<file path="src/rtl/tank_pkg.sv">
// Shared definitions for the tank game: round-status encodings, maze geometry defaults,
// wall bit positions and the maze loader state type.
package tank_pkg;

    localparam logic [1:0] GE_IN_GAME   = 2'b00;
    localparam logic [1:0] GE_NEW_ROUND = 2'b01;

    localparam int DEF_COLS      = 8;
    localparam int DEF_ROWS      = 6;
    localparam int DEF_CELL_W    = 4;
    localparam int DEF_NUM_MAZES = 4;

    localparam int WALL_N = 3;
    localparam int WALL_E = 2;
    localparam int WALL_S = 1;
    localparam int WALL_W = 0;

    // IDLE wait for request | SELECT pick layout | LOAD copy ROM to RAM | DONE hold ready
    typedef enum logic [1:0] {
        ML_IDLE   = 2'd0,
        ML_SELECT = 2'd1,
        ML_LOAD   = 2'd2,
        ML_DONE   = 2'd3
    } ml_state_t;

endpackage

</file>
<file path="src/rtl/lfsr8.sv">
// Free-running 8-bit Fibonacci LFSR, polynomial x^8+x^6+x^5+x^4+1, shifts every clock.
// Shared randomness source for maze selection, bullets and spawns.
module lfsr8 #(
    parameter logic [7:0] SEED = 8'hA5
) (
    input  logic       CLK,
    input  logic       RESET_N,
    output logic [7:0] lfsr
);

    always_ff @(posedge CLK or negedge RESET_N) begin
        if (!RESET_N) begin
            lfsr <= SEED;
        end else begin
            lfsr <= {lfsr[6:0], lfsr[7] ^ lfsr[5] ^ lfsr[4] ^ lfsr[3]};
        end
    end

endmodule

</file>
<file path="src/rtl/maze_loader.sv">
// Picks a maze layout on a new-round request and copies it from the maze ROM into the wall RAM.
// Optional MAZE_LOADER_DEBUG_SEL_EN adds dbg_override/dbg_sel to force the selected layout.
module maze_loader
    import tank_pkg::*;
#(
    parameter  int COLS      = DEF_COLS,
    parameter  int ROWS      = DEF_ROWS,
    parameter  int CELL_W    = DEF_CELL_W,
    parameter  int NUM_MAZES = DEF_NUM_MAZES,
    localparam int CELLS     = COLS * ROWS,
    localparam int CA_W      = $clog2(CELLS),
    localparam int MI_W      = $clog2(NUM_MAZES),
    localparam int RA_W      = $clog2(NUM_MAZES * CELLS)
) (
    input  logic              CLK,
    input  logic              RESET_N,
    input  logic [1:0]        game_end,
    output logic [RA_W-1:0]   rom_addr,
    input  logic [CELL_W-1:0] rom_data,
    output logic              wall_we,
    output logic [CA_W-1:0]   wall_addr,
    output logic [CELL_W-1:0] wall_data,
    output logic [MI_W-1:0]   maze_idx,
    output logic              maze_ready
`ifdef MAZE_LOADER_DEBUG_SEL_EN
    ,
    input  logic              dbg_override,
    input  logic [MI_W-1:0]   dbg_sel
`endif
);

    ml_state_t         state, state_nx;
    logic [7:0]        lfsr;
    logic              req;
    logic [MI_W-1:0]   prev_idx;
    logic [MI_W-1:0]   cand;
    logic [MI_W-1:0]   sel_idx;
    logic [CA_W:0]     rd_cnt;
    logic              issue;
    logic [RA_W-1:0]   rd_addr;
    logic [RA_W-1:0]   rom_addr_q;
    logic              wr_vld;
    logic [CA_W-1:0]   wr_addr;
    logic              wr_last;
    logic              unused_lfsr_hi;

    lfsr8 #(.SEED(8'hA5)) u_lfsr (
        .CLK     (CLK),
        .RESET_N (RESET_N),
        .lfsr    (lfsr)
    );

    assign unused_lfsr_hi = ^lfsr[7:MI_W];

    assign req     = (game_end == GE_NEW_ROUND);
    assign cand    = lfsr[MI_W-1:0];
    assign issue   = (state == ML_LOAD) && (rd_cnt < (CA_W+1)'(CELLS));
    assign rd_addr = RA_W'(prev_idx) * RA_W'(CELLS) + RA_W'(rd_cnt);
    assign wr_last = wr_vld && (wr_addr == CA_W'(CELLS - 1));

    always_comb begin
        sel_idx = (cand == prev_idx) ? cand + MI_W'(1) : cand;
`ifdef MAZE_LOADER_DEBUG_SEL_EN
        if (dbg_override) begin
            sel_idx = dbg_sel;
        end
`endif
    end

    always_comb begin
        state_nx = state;
        case (state)
            ML_IDLE:   if (req) state_nx = ML_SELECT;
            ML_SELECT: state_nx = req ? ML_LOAD : ML_IDLE;
            ML_LOAD: begin
                if (!req) begin
                    state_nx = ML_IDLE;
                end else if (wr_last) begin
                    state_nx = ML_DONE;
                end
            end
            ML_DONE:   if (!req) state_nx = ML_IDLE;
            default:   state_nx = ML_IDLE;
        endcase
    end

    always_ff @(posedge CLK or negedge RESET_N) begin
        if (!RESET_N) begin
            state      <= ML_IDLE;
            prev_idx   <= '0;
            rd_cnt     <= '0;
            rom_addr_q <= '0;
            wr_vld     <= 1'b0;
            wr_addr    <= '0;
        end else begin
            state   <= state_nx;
            // an abort drops the in-flight read instead of writing it
            wr_vld  <= issue && req;
            wr_addr <= rd_cnt[CA_W-1:0];
            if (issue) begin
                rd_cnt     <= rd_cnt + (CA_W+1)'(1);
                rom_addr_q <= rd_addr;
            end
            if (state == ML_SELECT) begin
                prev_idx <= sel_idx;
                rd_cnt   <= '0;
            end
        end
    end

    assign rom_addr   = issue ? rd_addr : rom_addr_q;
    assign wall_we    = wr_vld;
    assign wall_addr  = wr_addr;
    assign wall_data  = wr_vld ? rom_data : '0;
    assign maze_idx   = prev_idx;
    assign maze_ready = (state == ML_DONE);

endmodule

</file>
<file path="config.mk">
export PLATFORM = sky130hd
export DESIGN_NAME = maze_loader
export DESIGN_NICKNAME = d
export VERILOG_FILES = /design/src/rtl/tank_pkg.sv /design/src/rtl/lfsr8.sv /design/src/rtl/maze_loader.sv
export SDC_FILE = /design/constraint.sdc
export NUM_CORES = 1
export LEC_CHECK = 0
export BUFFER_PORTS_ARGS = -buffer_cell sky130_fd_sc_hd__clkbuf_2
export CAP_MARGIN = 40
export CELL_PAD_IN_SITES_DETAIL_PLACEMENT = 2
export CELL_PAD_IN_SITES_GLOBAL_PLACEMENT = 2
export CORE_UTILIZATION = 38
export CTS_CLUSTER_SIZE = 12
export DETAILED_ROUTE_END_ITERATION = 8
export PLACE_DENSITY_LB_ADDON = 0.1
export SLEW_MARGIN = 30
export SYNTH_ARGS = -nofsm -noshare
export SYNTH_HDL_FRONTEND = slang
export SYNTH_HIERARCHICAL = 1
export SYNTH_SLANG_ARGS = --single-unit
</file>
<file path="constraint.sdc">
create_clock -name CLK -period 3 [get_ports CLK]
set_input_delay 0.3 -clock CLK [delete_from_list [all_inputs] [get_ports CLK]]
set_output_delay 0.3 -clock CLK [all_outputs]
set_load 0.02 [all_outputs]
</file>
==> results.yml <==
sta:
  tightest_slew_ns: 0.5141
  setup_ws_ns: 0.3574
  slew_violations: 0
  maxSlewHeadroom_pct: 65.64
  hold_viol: 0
  finalCritPeriodShare_pct: 88.09
  setup_tns_ns: 0
  min_period_ns: 2.643
  rsz0062_at_grt: "false"
  skew_ns: 0.005613
  whs_ns: 0.3225
  max_freq_mhz: 378.4
  setup_violations: 0
cells_and_area:
  syn2layout_area_growth_pct: 22.73
  final_common_cell: "dfrtp_1"
  layoutNonFillerInstCount: 198
  nNetsFinal: 164
  design_area_um2: 1777
  drive_gt1_share_pct: 31.33
  diodes: 0
  layout_common_cells: "dfrtp_1, clkbuf_2, clkbuf_8"
setup_path:
  cp_slowest_stage_delay_ns: 0.47
  cp_top_family: "adder cells"
  cpMaxStageDelayCell: "dfrtp_1"
  r2r-end: "rom_addr_q[7]"
  end_kind: "output pin"
  worstPathArrival_ns: 2.34
  cp_cell_sequence: "inv_1 -> ha_1 -> inv_1 -> ha_1 -> a211oi_1 -> nor3b_1 -> o31ai_1 -> clkbuf_2"
  cp-start-kind: "flip-flop"
  critical_path_class: "reg -> out"
  reg2reg_slack_ns: 1.06
  rr_worst_depth: 7
  required_ns: 2.70
  worstPathMaxFanout: 8
  timing.rr.start: "maze_idx[0]"
  crit_buf_inv: 3
detailed_routing:
  via_per_inst: 5.298
  first_iter_violations: 15
  routedWlPerCell_um: 18.20
  vias: 1049
  drc: 0
  totalWireLength_um: 3603
  ant_nets: 0
  dr.pass1.iters: 2
floorplanning:
  start_util_pct: 39.54
  fp-row-count: 22
  io_pins: 30
  die_w_um: 63.72
  die_height_um: 63.72
  coreArea_um2: 3661
  dieArea_um2: 4060
pwr:
  switching_power_uw: 272.8
  peakVddDrop_uv: 271.3
  p_seq_share_pct: 49.2
  leakage_nw: 0.9034
  power.share.clock_pct: 37.4
  p_int_uw: 771.2
  sw_frac_of_total_pct: 26.13
  pwr-share-comb_pct: 13.5
  power-per-cell-area_nw_per_um2: 587.6
clocking:
  cts_made_buffers: 5
  cts_tree: "done"
  clock_latency_ns: 0.29
  postCtsSetupBuffers: 0
  ctsResizeCount: 0
  cts_root_buffer: "clkbuf_8"
  clk_pin_slew_worst_paths_ns: 0.07
  cts_sinks: 34
  cts_buffer_depth: 2
  htree_levels: 2
  holdBufCountCts: 0
synthesis:
  synth_ff_type: "dfrtp_1"
  synth_nets: 130
  synth.distinct_cells: 39
  synth-edff-count: 0
  ys.warnings.count: 6
  async_flop_share_pct: 100.0
  synth_top_area_share_pct: 51.86
  synth.area.top_cells: "dfrtp_1, dfstp_2, ha_1"
  syn_area_um2: 1448
  ys_seq_area_share_pct: 59.12
  synth_cells: 115
  synth.largest_area_cell: "dfrtp_1"
  ys_ff_latch: 34
  syn_avg_cell_area_um2: 12.59
place:
  pre_cts_ws_ns: 0.6218
  place.gp.congestion: 0.7604
  place_inst: 188
  dp_hpwl_um: 2422
  io_buffers: 29
  post_dp_cell_area_um2: 1637
global_routing:
  grt_pass1_wl_um: 5761
  grt_overflow: 0
  grt_max_degree: 35
  grt_pass1_vias: 1145
  antenna_found_initial: 0
  grt_usage_pct: 19.40
min_path:
  hold_depth: 3
  hold_start: "game_end[0]"
  hold_end: "wall_we"
  hold_class: "in -> reg"
outcome:
  status: "finished clean"
run:
  cap_violations: 0
-- worst max path at each step --
| stage | slack, ns | from | cells after the start | end |
|---|---|---|---|---|
| after detailed placement | 0.62 | maze_idx[0] | 8 | rom_addr[7] |
| final | 0.36 | maze_idx[0] | 8 | rom_addr[7] |
| after global placement | 0.79 | maze_idx[0] | 8 | rom_addr[7] |
| after floorplan | 0.58 | maze_idx[0] | 7 | rom_addr[7] |
| after global routing | 0.17 | maze_idx[0] | 8 | rom_addr[7] |
| after CTS | 0.30 | maze_idx[0] | 8 | rom_addr[7] |
-- cell usage after synthesis (4+ instances only) --
cell / count
and2_1: 7
dfrtp_1: 30
dfstp_2: 4
ha_1: 6
mux2_1: 4
nand2_1: 5
nand2b_1: 4
nand3_1: 6
nor2_1: 4
o211ai_1: 4
o21ai_0: 4
-- power by group through the flow --
stage	combinational [mW]	sequential [mW]	clock, mW
global placement	0.132	0.518	0
floorplan	0.0735	0.524	0
global route	0.154	0.518	0.421
detailed placement	0.140	0.522	0
CTS	0.140	0.513	0.404
finish	0.141	0.513	0.390
-- layer usage --
metal,vias to the layer above,global-route usage (%),routed length [um]
met3,10,6.703,184
met2,33,31.91,1796
met4,0,9.659,105
li1,477,-,-
met5,-,0,0
met1,529,22.25,1516
-- metrics by stage --
step / power, mW / utilization, %
after floorplan: 0.5977 / -
after global routing: 1.093 / 48.53
after detailed placement: 0.6628 / 44.70
after CTS: 1.056 / 47.71
final: 1.044 / 48.53
after global placement: 0.6503 / 44.70
-- sequential cells by signal (all words and copies together) (netlist names) --
| name | flops |
|---|---|
| rom_addr_q | 8 |
| u_lfsr/lfsr | 8 |
| rd_cnt | 7 |
| wall_addr | 6 |
| maze_idx | 2 |
| state | 2 |
| wall_we | 1 |
-- area by class of cell --
type                            instances  area, um^2
Multi-Input combinational cell         75       568.0
Tap cell                               48       60.06
Inverter                                2       7.507
Sequential cell                        34       855.8
Timing Repair Buffer                   31       175.2
Clock buffer                            8       110.1
Fill cell                             374        1884
-- cell families after synthesis --
family                   Yosys count  share of synthesized area, %
AO/OA/AOI/OAI                     19                         9.508
XOR/XNOR                           5                         3.026
adder cells (fa/ha/maj)            7                         6.569
buffers and inverters              6                         1.642
flip-flops                        34                         59.12
multiplexers                       6                         4.667
AND/OR/NAND/NOR                   38                         15.47
-- tightest hold or removal path: stages --
cell,delay (ns)
clkbuf_2,0.08
nand2b_1,0.14
nor2_1,0.05
Power figures use the tool's default switching activity.
